[config.mk]
export PLATFORM = sky130hd
export DESIGN_NAME = alarm_set_ctrl
export DESIGN_NICKNAME = d
export VERILOG_FILES = /design/src/rtl/clock_pkg.sv /design/src/rtl/alarm_buzz_fsm.sv /design/src/rtl/alarm_set_ctrl.sv
export SDC_FILE = /design/constraint.sdc
export NUM_CORES = 1
export LEC_CHECK = 0
export CAP_MARGIN = 10
export CORE_UTILIZATION = 48
export CTS_BUF_LIST = sky130_fd_sc_hd__clkbuf_2 sky130_fd_sc_hd__clkbuf_4 sky130_fd_sc_hd__clkbuf_8
export DETAILED_ROUTE_END_ITERATION = 8
export GPL_ROUTABILITY_DRIVEN = 1
export PLACE_DENSITY_LB_ADDON = 0.12
export SYNTH_ARGS = -nofsm -noshare
export SYNTH_HDL_FRONTEND = slang
export SYNTH_SLANG_ARGS = --single-unit
[constraint.sdc]
create_clock -name Pulse -period 2.85 [get_ports Pulse]
set_input_delay 0.57 -clock Pulse [delete_from_list [all_inputs] [get_ports Pulse]]
set_output_delay 0.57 -clock Pulse [all_outputs]
set_load 0.02 [all_outputs]
[src/rtl/clock_pkg.sv]
// rtl/clock_pkg.sv - shared types, constants and helpers for the alarm clock controller
// Contents: mode_t (time-keeping mode), buzz_t (buzzer state), field widths,
// NM (minutes per hour) and wrap_next (modulo increment used by the alarm registers).
package clock_pkg;

    typedef enum logic [1:0] {
        RUN       = 2'd0,
        SET_TIME  = 2'd1,
        SET_ALARM = 2'd2
    } mode_t;

    typedef enum logic [1:0] {
        IDLE   = 2'd0,
        RING   = 2'd1,
        SNOOZE = 2'd2
    } buzz_t;

    localparam int NM    = 60;
    localparam int SEC_W = 6;
    localparam int MIN_W = 6;
    localparam int DAY_W = 3;

    // Next value of a field that wraps from m-1 back to 0.
    function automatic int wrap_next(int v, int m);
        return (v + 1 >= m) ? 0 : v + 1;
    endfunction

endpackage

[src/rtl/alarm_buzz_fsm.sv]
// rtl/alarm_buzz_fsm.sv - buzzer state machine with shared ring/snooze down-counter
// Optional feature: SNOOZE_EN adds the SNOOZE state; without it the snooze input is ignored.
// Ports:
//   clk, reset   clock and synchronous active-high reset
//   match        current time equals the alarm time (only asserted in RUN)
//   alarm_on     alarm enable; low forces IDLE
//   snooze       snooze request while ringing
//   in_run       mode is RUN; low forces IDLE
//   buzz         registered buzzer drive, high only in RING
module alarm_buzz_fsm
    import clock_pkg::*;
#(
    parameter int RING_SEC = 60,
    parameter int SNZ_SEC  = 300
) (
    input  logic clk,
    input  logic reset,
    input  logic match,
    input  logic alarm_on,
    input  logic snooze,
    input  logic in_run,
    output logic buzz
);

    localparam int CMAX = (RING_SEC > SNZ_SEC) ? RING_SEC : SNZ_SEC;
    localparam int CW   = ($clog2(CMAX) > 0) ? $clog2(CMAX) : 1;

    buzz_t         state_q, state_d;
    logic [CW-1:0] cnt_q, cnt_d;

    always_ff @(posedge clk) begin
        if (reset) begin
            state_q <= IDLE;
            cnt_q   <= '0;
        end else begin
            state_q <= state_d;
            cnt_q   <= cnt_d;
        end
    end

    always_comb begin
        state_d = state_q;
        cnt_d   = cnt_q;
        if (!alarm_on || !in_run) begin
            state_d = IDLE;
        end else begin
            case (state_q)
                IDLE: begin
                    if (match) begin
                        state_d = RING;
                        cnt_d   = CW'(RING_SEC - 1);
                    end
                end
                RING: begin
`ifdef SNOOZE_EN
                    if (snooze) begin
                        state_d = SNOOZE;
                        cnt_d   = CW'(SNZ_SEC - 1);
                    end else
`endif
                    if (cnt_q == '0) begin
                        state_d = IDLE;
                    end else begin
                        cnt_d = cnt_q - CW'(1);
                    end
                end
`ifdef SNOOZE_EN
                SNOOZE: begin
                    if (cnt_q == '0) begin
                        state_d = RING;
                        cnt_d   = CW'(RING_SEC - 1);
                    end else begin
                        cnt_d = cnt_q - CW'(1);
                    end
                end
`endif
                default: state_d = IDLE;
            endcase
        end
    end

`ifndef SNOOZE_EN
    logic unused_snooze;
    assign unused_snooze = snooze;
`endif

    assign buzz = (state_q == RING);

endmodule

[src/rtl/alarm_set_ctrl.sv]
// rtl/alarm_set_ctrl.sv - mode sequencer, time-counter increment enables, alarm registers and buzzer
// Optional feature: SNOOZE_EN (passed through to alarm_buzz_fsm) enables the snooze behaviour.
// Ports:
//   Pulse, Reset                      clock (one cycle per second in RUN), sync active-high reset
//   Timeset, Alarmset                 level requests for the set modes
//   Minadv, Hrsadv, Dayadv            per-cycle advance buttons
//   Alarmon, Snooze                   alarm enable, snooze request
//   cur_sec/min/hrs/day               current time from the external counters
//   t_sec/min/hrs/day_inc             combinational increment enables for those counters
//   al_min/hrs/day                    alarm time registers
//   disp_sel                          1 while setting the alarm
//   Buzz                              registered buzzer drive
module alarm_set_ctrl
    import clock_pkg::*;
#(
    parameter int NS       = 60,
    parameter int NH       = 24,
    parameter int ND       = 7,
    parameter int RING_SEC = 60,
    parameter int SNZ_SEC  = 300
) (
    input  logic                   Pulse,
    input  logic                   Reset,
    input  logic                   Timeset,
    input  logic                   Alarmset,
    input  logic                   Minadv,
    input  logic                   Hrsadv,
    input  logic                   Dayadv,
    input  logic                   Alarmon,
    input  logic                   Snooze,
    input  logic [SEC_W-1:0]       cur_sec,
    input  logic [MIN_W-1:0]       cur_min,
    input  logic [$clog2(NH)-1:0]  cur_hrs,
    input  logic [DAY_W-1:0]       cur_day,
    output logic                   t_sec_inc,
    output logic                   t_min_inc,
    output logic                   t_hrs_inc,
    output logic                   t_day_inc,
    output logic [MIN_W-1:0]       al_min,
    output logic [$clog2(NH)-1:0]  al_hrs,
    output logic [DAY_W-1:0]       al_day,
    output logic                   disp_sel,
    output logic                   Buzz
);

    localparam int HW = $clog2(NH);

    mode_t mode_q, mode_d;
    logic  match;

    always_ff @(posedge Pulse) begin
        if (Reset) begin
            mode_q <= RUN;
        end else begin
            mode_q <= mode_d;
        end
    end

    // Timeset wins a tie from RUN; in a set mode the other request is ignored.
    always_comb begin
        mode_d = mode_q;
        case (mode_q)
            RUN: begin
                if (Timeset)       mode_d = SET_TIME;
                else if (Alarmset) mode_d = SET_ALARM;
            end
            SET_TIME:  if (!Timeset)  mode_d = RUN;
            SET_ALARM: if (!Alarmset) mode_d = RUN;
            default:   mode_d = RUN;
        endcase
    end

    // The counters update on the same edge, so the enables look at the current time.
    always_comb begin
        t_sec_inc = 1'b0;
        t_min_inc = 1'b0;
        t_hrs_inc = 1'b0;
        t_day_inc = 1'b0;
        if (!Reset) begin
            case (mode_q)
                RUN: begin
                    t_sec_inc = 1'b1;
                    t_min_inc = (cur_sec == SEC_W'(NS - 1));
                    t_hrs_inc = t_min_inc && (cur_min == MIN_W'(NM - 1));
                    t_day_inc = t_hrs_inc && (cur_hrs == HW'(NH - 1));
                end
                SET_TIME: begin
                    t_min_inc = Minadv;
                    t_hrs_inc = Hrsadv;
                    t_day_inc = Dayadv;
                end
                default: ;
            endcase
        end
    end

    always_ff @(posedge Pulse) begin
        if (Reset) begin
            al_min <= '0;
            al_hrs <= '0;
            al_day <= '0;
        end else if (mode_q == SET_ALARM) begin
            if (Minadv) al_min <= MIN_W'(wrap_next(32'(al_min), NM));
            if (Hrsadv) al_hrs <= HW'(wrap_next(32'(al_hrs), NH));
            if (Dayadv) al_day <= DAY_W'(wrap_next(32'(al_day), ND));
        end
    end

    assign disp_sel = (mode_q == SET_ALARM);

    assign match = (mode_q == RUN) && (cur_day == al_day) && (cur_hrs == al_hrs) &&
                   (cur_min == al_min) && (cur_sec == '0);

    alarm_buzz_fsm #(
        .RING_SEC (RING_SEC),
        .SNZ_SEC  (SNZ_SEC)
    ) u_buzz (
        .clk      (Pulse),
        .reset    (Reset),
        .match    (match),
        .alarm_on (Alarmon),
        .snooze   (Snooze),
        .in_run   (mode_q == RUN),
        .buzz     (Buzz)
    );

endmodule

==> impl_metrics.tcl, run 1 <==
set metrics [dict create \
    grt_pass1_vias 1600 \
    yosysSeqAreaShare_pct 32.7 \
    period_share_pct 96.2 \
    vias 1623 \
    crit_path_end_kind "output port" \
    syn_avg_cell_area_um2 8.21 \
    synth.top_cell.area_share_pct 32.7 \
    die-area_mm2 0.00355 \
    rrSetupSlack_ns 0.70 \
    leakagePower_nw 0.867 \
    area_growth_pct 39.0 \
    cp_max_fo 2 \
    synth-seq-cells 26 \
    num-fill-cells 271 \
    core_mm2 0.00310 \
    gp_congestion 0.832 \
    layout_min_cycle_time_ns 2.74 \
    clk_latency_ns 0.33 \
    yosysWarnings 0 \
    timing.rr.end "u_buzz.cnt_q[6]$_SDFFE_PP0P_" \
    setup_viol 0 \
    placed_cells 287 \
    hold_start "u_buzz.cnt_q[8]$_SDFFE_PP0P_" \
    seq_area_um2 520 \
    cts_buffer_depth 2 \
    outcome "finished, final reports clean" \
    io_pins 49 \
    drive_gt1_share_pct 8.91 \
    synthTopCellsByArea "dfxtp_1 (33%), xor2_1 (8.8%), nor2_1 (4.5%)" \
    ys_types 40 \
    gr-total-overflow 0 \
    synth_cells 194 \
    required_ns 2.28 \
    powerDensity_mw_per_mm2 339 \
    grt_max_degree 18 \
    skew_ns 0.00387 \
    die_w_um 59.6 \
    num_rows 20 \
    drt-initial-drc-count 103 \
    total_power_mw 0.750 \
    drc_errors 0 \
    ctsHoldBuffers 0 \
    antenna_found_initial 0 \
    cts_root_buf "clkbuf_4" \
    dp_hpwl_um 3280 \
    routed_wirelength_um 4240 \
    htreeDepth 1 \
    start_util_pct 51.3 \
    slew_viol_final 0 \
    grt_util_all_layers_pct 25.8 \
    max_slew_margin_pct 48.9 \
    numCtsBuffers 3 \
    crit_arrival_ns 2.17 \
    r2r-start "u_buzz.cnt_q[0]$_SDFFE_PP0P_" \
    min_delay_path_depth 2 \
    final_cell_mix "clkdlybuf4s50_1 (45), dfxtp_1 (26), nor2_1 (19)" \
    critPathLaunchType "primary input" \
    viasPerCell 5.58 \
    grt_pass1_wl_um 6820 \
    worst_pin_slew_ns 0.759 \
    post_drt_wl_per_cell_um 14.6 \
    rr_worst_depth 8 \
    mostFrequentLayoutCell "clkdlybuf4s50_1" \
    synthesis.nets 228 \
    hold_class "flop to flop" \
    firstDrtPassIters 4 \
    hold_viol_final 0 \
    syn_area_mm2 0.00159 \
    clock.fmax_mhz 365 \
    fin_cells 291 \
    die_y_um 59.6 \
    maxCapViolCount 0 \
    io_buffers 47 \
    drtAntennaViolNets 0 \
    holdPathEnd "u_buzz.cnt_q[8]$_SDFFE_PP0P_" \
    yosysTopAreaCell "dfxtp_1" \
    post-route-util_pct 71.4 \
    worst-setup-path-type "primary input to output port" \
    clock-sinks 26 \
    cts_tree "done" \
    clk_pin_slew_worst_paths_ns 0.15 \
    multi_input_area_mm2 0.00101 \
    ir_drop_mv 0.234 \
    antenna_cells 0 \
    fin_nets 282 \
]
critical path, cell delays in order:
cell and delay, ns:
clkdlybuf4s50_1 0.48, and3_1 0.16, nand4_1 0.16, nor3_2 0.26, a21oi_1 0.06, nor3_1 0.12
dlygate4sd2_1 0.36
metrics by stage:
step / hold WS, ns / TNS, ns / instance area, um2 / worst slack (ns)
floorplan: 0.464 / 0 / 1590 / 0.584
global placement: 0.473 / -0.324 / 2160 / -0.201
detailed placement: 0.495 / -0.498 / 2160 / -0.286
CTS: 0.525 / 0 / 2210 / 0.00338
global route: 0.556 / -0.0182 / 2210 / -0.0182
finish: 0.526 / 0 / 2210 / 0.107
area by class of cell:
cell class                      count  area share (%)
Timing Repair Buffer               58            24.7
Clock buffer                        3            1.02
Tap cell                           44            2.49
Multi-Input combinational cell    152            45.8
Clock inverter                      1            1.36
Sequential cell                    26            23.5
Inverter                            7            1.19
Yosys cell counts, drive strengths merged:
| library cell | instances |
|---|---|
| a211o | 1 |
| a211oi | 1 |
| a21oi | 14 |
| a31oi | 2 |
| a32oi | 3 |
| a41oi | 1 |
| and2 | 4 |
| and3 | 4 |
| and4b | 1 |
| buf | 3 |
| clkbuf | 6 |
| dfxtp | 26 |
| ha | 5 |
| inv | 7 |
| mux2 | 1 |
| nand2 | 18 |
| nand3 | 6 |
| nand3b | 3 |
| nand4 | 5 |
| nand4b | 2 |
| nor2 | 19 |
| nor2b | 3 |
| nor3 | 9 |
| nor3b | 4 |
| nor4 | 3 |
| nor4b | 1 |
| o2111ai | 1 |
| o211a | 2 |
| o21a | 3 |
| o21ai | 8 |
| o2bb2ai | 1 |
| o32ai | 3 |
| or3b | 1 |
| or4b | 1 |
| xnor2 | 6 |
| xor2 | 16 |
power breakdown:
part	switching, mW	internal (mW)	total, mW
logic	0.0508	0.0686	0.119
registers	0.00343	0.367	0.370
clock network	0.119	0.142	0.261
how the worst max path moves through the flow:
| stage | start | end | depth (start not counted) |
|---|---|---|---|
| floorplan | cur_sec[2] | t_day_inc | 5 |
| global placement | cur_sec[5] | t_day_inc | 7 |
| detailed placement | cur_sec[2] | t_day_inc | 7 |
| CTS | cur_sec[2] | t_day_inc | 7 |
| global route | cur_sec[2] | t_hrs_inc | 7 |
| finish | cur_sec[5] | t_hrs_inc | 7 |
routing by layer:
layer	vias up	global-route usage, %	routed length (um)
met1	775	29.8	1800
met5	-	0	0
li1	799	-	-
met2	43	46.5	2220
met4	0	10.3	46
met3	6	4.59	181
kinds of logic after synthesis:
logic type	after synthesis	synth area share, %
compound gates	40	18.2
fa+ha+maj	5	3.93
xor+xnor	22	12.1
buf+inv	16	4.32
simple gates	84	28.0
flops	26	32.7
mux	1	0.707
state kept, by name, summed over array words and instances (netlist names):
signal	count
al_day	3
al_hrs	5
al_min	6
mode_q	2
u_buzz.cnt_q	9
u_buzz.state_q	1
what timing repair did:
item | CTS | global route
setup endpoints to repair | 2 | 2
gates resized for setup | 2 | 5
setup buffers | 0 | 0
Note: power is estimated with default switching activity, not from simulation.
==> inputs of run 2 (changes only) <==
CORE_MARGIN = 5   (was default)
PLACE_DENSITY = 0.81   (was default)
PLACE_DENSITY_LB_ADDON = default   (was 0.12)
==> impl_metrics.tcl, run 2 (same netlist as run 1, synthesis figures left out) <==
set metrics [dict create \
    drtAntennaViolNets 0 \
    viasPerCell 5.38 \
    routed_wirelength_um 4230 \
    ctsHoldBuffers 0 \
    start_util_pct 48.5 \
    hold_viol_final 0 \
    hold_class "flop to flop" \
    area_growth_pct 38.5 \
    post_drt_wl_per_cell_um 14.3 \
    drt-initial-drc-count 118 \
    cts_tree "done" \
    maxCapViolCount 0 \
    gp_congestion 0.851 \
    clock-sinks 26 \
    gr-total-overflow 0 \
    cpMaxStageDelayCell "clkdlybuf4s50_1" \
    crit_path_end_kind "output port" \
    slowest_delay_ns 0.40 \
    clock.fmax_mhz 372 \
    drc_errors 0 \
    met1_usage_pct 26.6 \
    layout_min_cycle_time_ns 2.69 \
    min_delay_path_depth 2 \
    num_rows 21 \
    setup-tns-final_ns 0 \
    critPathLaunchType "primary input" \
    io_buffers 47 \
    timing.rr.end "u_buzz.cnt_q[7]$_SDFFE_PP0P_" \
    antenna_found_initial 0 \
    rrSetupSlack_ns 0.72 \
    cp_max_fo 2 \
    dp_hpwl_um 3210 \
    io_pins 49 \
    r2r-start "u_buzz.cnt_q[0]$_SDFFE_PP0P_" \
    die_y_um 67.6 \
    cts_buffer_depth 2 \
    worst_pin_slew_ns 0.710 \
    grt_max_degree 15 \
    worst-setup-path-type "primary input to output port" \
    max_slew_margin_pct 52.5 \
    rr_worst_depth 8 \
    rsz0062_at_grt "yes" \
    gr-max-usage-layer "met2" \
    setup_viol 0 \
    cp-startpoint "cur_sec[2]" \
    die_w_um 67.6 \
    regMostFlops "u_buzz.cnt_q" \
    num-fill-cells 281 \
    drive_gt1_share_pct 9.64 \
    use_met2_pct 31.8 \
    use_met3_pct 2.50 \
    largest_register_ffs 9 \
    grt_pass1_wl_um 6870 \
    die-area_mm2 0.00457 \
    numCtsBuffers 3 \
    final_cell_mix "clkdlybuf4s50_1 (44), dfxtp_1 (26), nor2_1 (19)" \
    hold_start "u_buzz.cnt_q[8]$_SDFFE_PP0P_" \
    holdPathEnd "u_buzz.cnt_q[8]$_SDFFE_PP0P_" \
    dpl_cell_area_mm2 0.00217 \
    grt_pass1_vias 1480 \
    mostFrequentLayoutCell "clkdlybuf4s50_1" \
    cp_common_cell "nor3_1" \
    fin_nets 284 \
    leakagePower_nw 0.871 \
    fin_area_mm2 0.00221 \
    cts_root_buf "clkbuf_4" \
    hold_ws_ns 0.528 \
    period_share_pct 94.3 \
    firstDrtPassIters 4 \
    grt_util_all_layers_pct 19.3 \
    crit_arrival_ns 2.12 \
    ir_drop_mv 0.217 \
    powerDensity_mw_per_mm2 309 \
    slew_viol_final 0 \
    outcome "finished, final reports clean" \
    core_mm2 0.00328 \
    htreeDepth 1 \
    reg_top3 "u_buzz.cnt_q: 9 flops, al_min: 6 flops, al_hrs: 5 flops" \
    vias 1588 \
    skew_ns 0.00224 \
    clk_latency_ns 0.32 \
    antenna_cells 0 \
    path_cells "clkdlybuf4s50_1 -> nor3_1 -> nand4_1 -> nor3_2 -> buf_4 -> a21oi_1 -> nor3_1 -> buf_2" \
    clk_pin_slew_worst_paths_ns 0.15 \
    required_ns 2.28 \
]
run 2: cell type report:
type | instances | area [um2] | area share [%]
clock buffer | 4 | 36.3 | 1.64
inverter | 7 | 26.3 | 1.19
multi-input combinational | 152 | 1010 | 45.7
sequential | 26 | 520 | 23.6
tap | 46 | 57.6 | 2.61
timing repair buffer | 60 | 557 | 25.2
run 2: worst max path at each step:
| stage | endpoint | depth (start not counted) |
|---|---|---|
| 2_1_floorplan | t_day_inc | 5 |
| 3_3_place_gp | t_day_inc | 7 |
| 3_5_place_dp | t_day_inc | 7 |
| 4_1_cts | t_day_inc | 7 |
| 5_1_grt | t_hrs_inc | 8 |
| 6_report | t_hrs_inc | 8 |
run 2: stage by stage:
stage	utilization (%)	total power, mW	std cells	worst slack (ns)
CTS	67.2	0.683	294	0.0443
detailed placement	66.0	0.497	290	-0.369
finish	67.2	0.682	295	0.162
global route	67.2	0.706	295	-0.0236
global placement	66.0	0.495	290	-0.250
floorplan	-	0.424	194	0.584
run 2: where the power goes:
group / total [mW] / switching (mW) / internal [mW]
logic: 0.119 / 0.0507 / 0.0685
registers: 0.370 / 0.00324 / 0.367
clock network: 0.193 / 0.115 / 0.0781
total: 0.682 / 0.169 / 0.513
run 2: worst max-delay path: cells and delay by family:
family	cells	cell delay (ns)
AO/OA/AOI/OAI	1	0.03
buffers and inverters	3	0.73
AND/OR/NAND/NOR	4	0.78
run 2: metal layers:
layer,wire length (um),vias to the layer above
li1,-,806
met1,2040,736
met2,1970,44
met3,188,2
met4,25,0
met5,0,-
run 2: repair_timing:
item	in CTS	in global routing
gates resized for setup	7	5
hold endpoints to repair	0	0
setup endpoints to repair	3	2
pin swaps	0	2
buffers inserted	0	1
==> inputs of run 3 (changes only) <==
CORE_UTILIZATION = 41   (was 48)
PLACE_DENSITY = 0.71   (was 0.81)
==> impl_metrics.tcl, run 3 (same netlist as run 1, synthesis figures left out) <==
set metrics [dict create \
    drive_gt1_share_pct 9.27 \
    clock-sinks 26 \
    num_rows 22 \
    hold_start "u_buzz.cnt_q[1]$_SDFFE_PP0P_" \
    die_y_um 72.3 \
    rrSetupSlack_ns 0.71 \
    mostFrequentLayoutCell "clkdlybuf4s50_1" \
    cts_buffer_depth 2 \
    post_drt_wl_per_cell_um 14.1 \
    fin_nets 284 \
    dp_hpwl_um 3170 \
    drtAntennaViolNets 0 \
    die-area_mm2 0.00523 \
    skew_ns 0.00138 \
    hold_viol_final 0 \
    r2r-start "u_buzz.cnt_q[0]$_SDFFE_PP0P_" \
    multi_input_area_mm2 0.00101 \
    required_ns 2.28 \
    slowest_delay_ns 0.47 \
    outcome "finished, final reports clean" \
    maxCapViolCount 0 \
    ir_drop_mv 0.165 \
    setup_viol 0 \
    viasPerCell 5.27 \
    powerDensity_mw_per_mm2 317 \
    drc_errors 0 \
    rr_worst_depth 8 \
    die_w_um 72.3 \
    clk_latency_ns 0.28 \
    crit_path_end_kind "output port" \
    ctsHoldBuffers 0 \
    regMostFlops "u_buzz.cnt_q" \
    grt_max_degree 14 \
    min_delay_path_depth 1 \
    timing.rr.end "u_buzz.cnt_q[2]$_SDFFE_PP0P_" \
    start_util_pct 42.9 \
    slew_viol_final 0 \
    critPathLaunchType "primary input" \
    fin_area_mm2 0.00222 \
    numCtsBuffers 3 \
    rsz0062_at_grt "no" \
    hold_ws_ns 0.506 \
    drt-initial-drc-count 142 \
    firstDrtPassIters 4 \
    grt_util_all_layers_pct 17.4 \
    largest_register_ffs 9 \
    gr-total-overflow 0 \
    num-fill-cells 359 \
    final_cell_mix "clkdlybuf4s50_1 (44), dfxtp_1 (26), nor2_1 (19)" \
    max_slew_margin_pct 50.3 \
    period_share_pct 95.6 \
    io_pins 49 \
    cp_max_fo 2 \
    dpl_cell_area_mm2 0.00218 \
    layout_min_cycle_time_ns 2.72 \
    holdPathEnd "u_buzz.cnt_q[1]$_SDFFE_PP0P_" \
    clk_pin_slew_worst_paths_ns 0.09 \
    worst_pin_slew_ns 0.744 \
    seq_area_um2 520 \
    cpMaxStageDelayCell "clkdlybuf4s50_1" \
    path_cells "clkdlybuf4s50_1 -> and3_1 -> nand4_1 -> nor3_2 -> a21oi_1 -> nor3_1 -> clkdlybuf4s15_1" \
    grt_pass1_vias 1563 \
    antenna_cells 0 \
    cts_root_buf "clkbuf_8" \
    routed_wirelength_um 4170 \
    vias 1561 \
    htreeDepth 1 \
    gp_congestion 0.850 \
    area_growth_pct 39.6 \
    io_buffers 47 \
    reg_top3 "u_buzz.cnt_q: 9 flops, al_min: 6 flops, al_hrs: 5 flops" \
    crit_arrival_ns 2.15 \
    clock.fmax_mhz 367 \
    hold_class "flop to flop" \
    antenna_found_initial 0 \
    grt_pass1_wl_um 7260 \
    leakagePower_nw 0.871 \
    cts_tree "done" \
    worst-setup-path-type "primary input to output port" \
    core_mm2 0.00372 \
]
[run 3: critical path, delay by kind of cell]
kind	cells	cell delay (ns)
buf+inv	2	0.80
simple gates	4	0.71
compound gates	1	0.06
[run 3: worst max-delay path by stage]
stage / cells past startpoint / endpoint / start / slack, ns
finish: 7 / t_hrs_inc / cur_sec[5] / 0.13
global route: 7 / t_hrs_inc / cur_sec[5] / 0.01
CTS: 7 / t_day_inc / cur_sec[5] / 0.03
detailed placement: 7 / t_day_inc / cur_sec[2] / -0.37
global placement: 7 / t_day_inc / cur_sec[2] / -0.32
floorplan: 5 / t_day_inc / cur_sec[2] / 0.58
[run 3: power by group]
part,switching [mW],internal [mW]
clock,0.120,0.0951
combinational,0.0504,0.0697
sequential,0.00343,0.366
[run 3: routing by layer]
metal / GRT usage [%] / vias up / wire, um
met2: 26.0 / 40 / 1880
li1: - / 807 / -
met4: 9.19 / 0 / 110
met5: 0 / - / 0
met3: 2.35 / 7 / 193
met1: 24.1 / 707 / 1980
[run 3: what timing repair did]
action	CTS	global route
setup buffers	0	0
gates resized for setup	5	4
endpoints found under the setup margin	3	2
[run 3: final cells by class]
type                    count  area share, %
multi-input cells         152           45.6
repair buffers             60           25.3
flip-flops and latches     26           23.4
well taps                  48           2.70
clock buffers               3           1.86
inverters                   7           1.18
[run 3: through the flow]
| stage | util (%) | total power, mW | std cells | setup WS, ns | setup TNS [ns] |
|---|---|---|---|---|---|
| final | 59.8 | 0.704 | 296 | 0.126 | 0 |
| after global placement | 58.6 | 0.497 | 293 | -0.320 | -0.620 |
| after detailed placement | 58.6 | 0.498 | 293 | -0.373 | -0.750 |
| after floorplan | - | 0.424 | 194 | 0.584 | 0 |
| after CTS | 59.9 | 0.716 | 296 | 0.0251 | 0 |
| after global routing | 59.8 | 0.743 | 296 | 0.0103 | 0 |
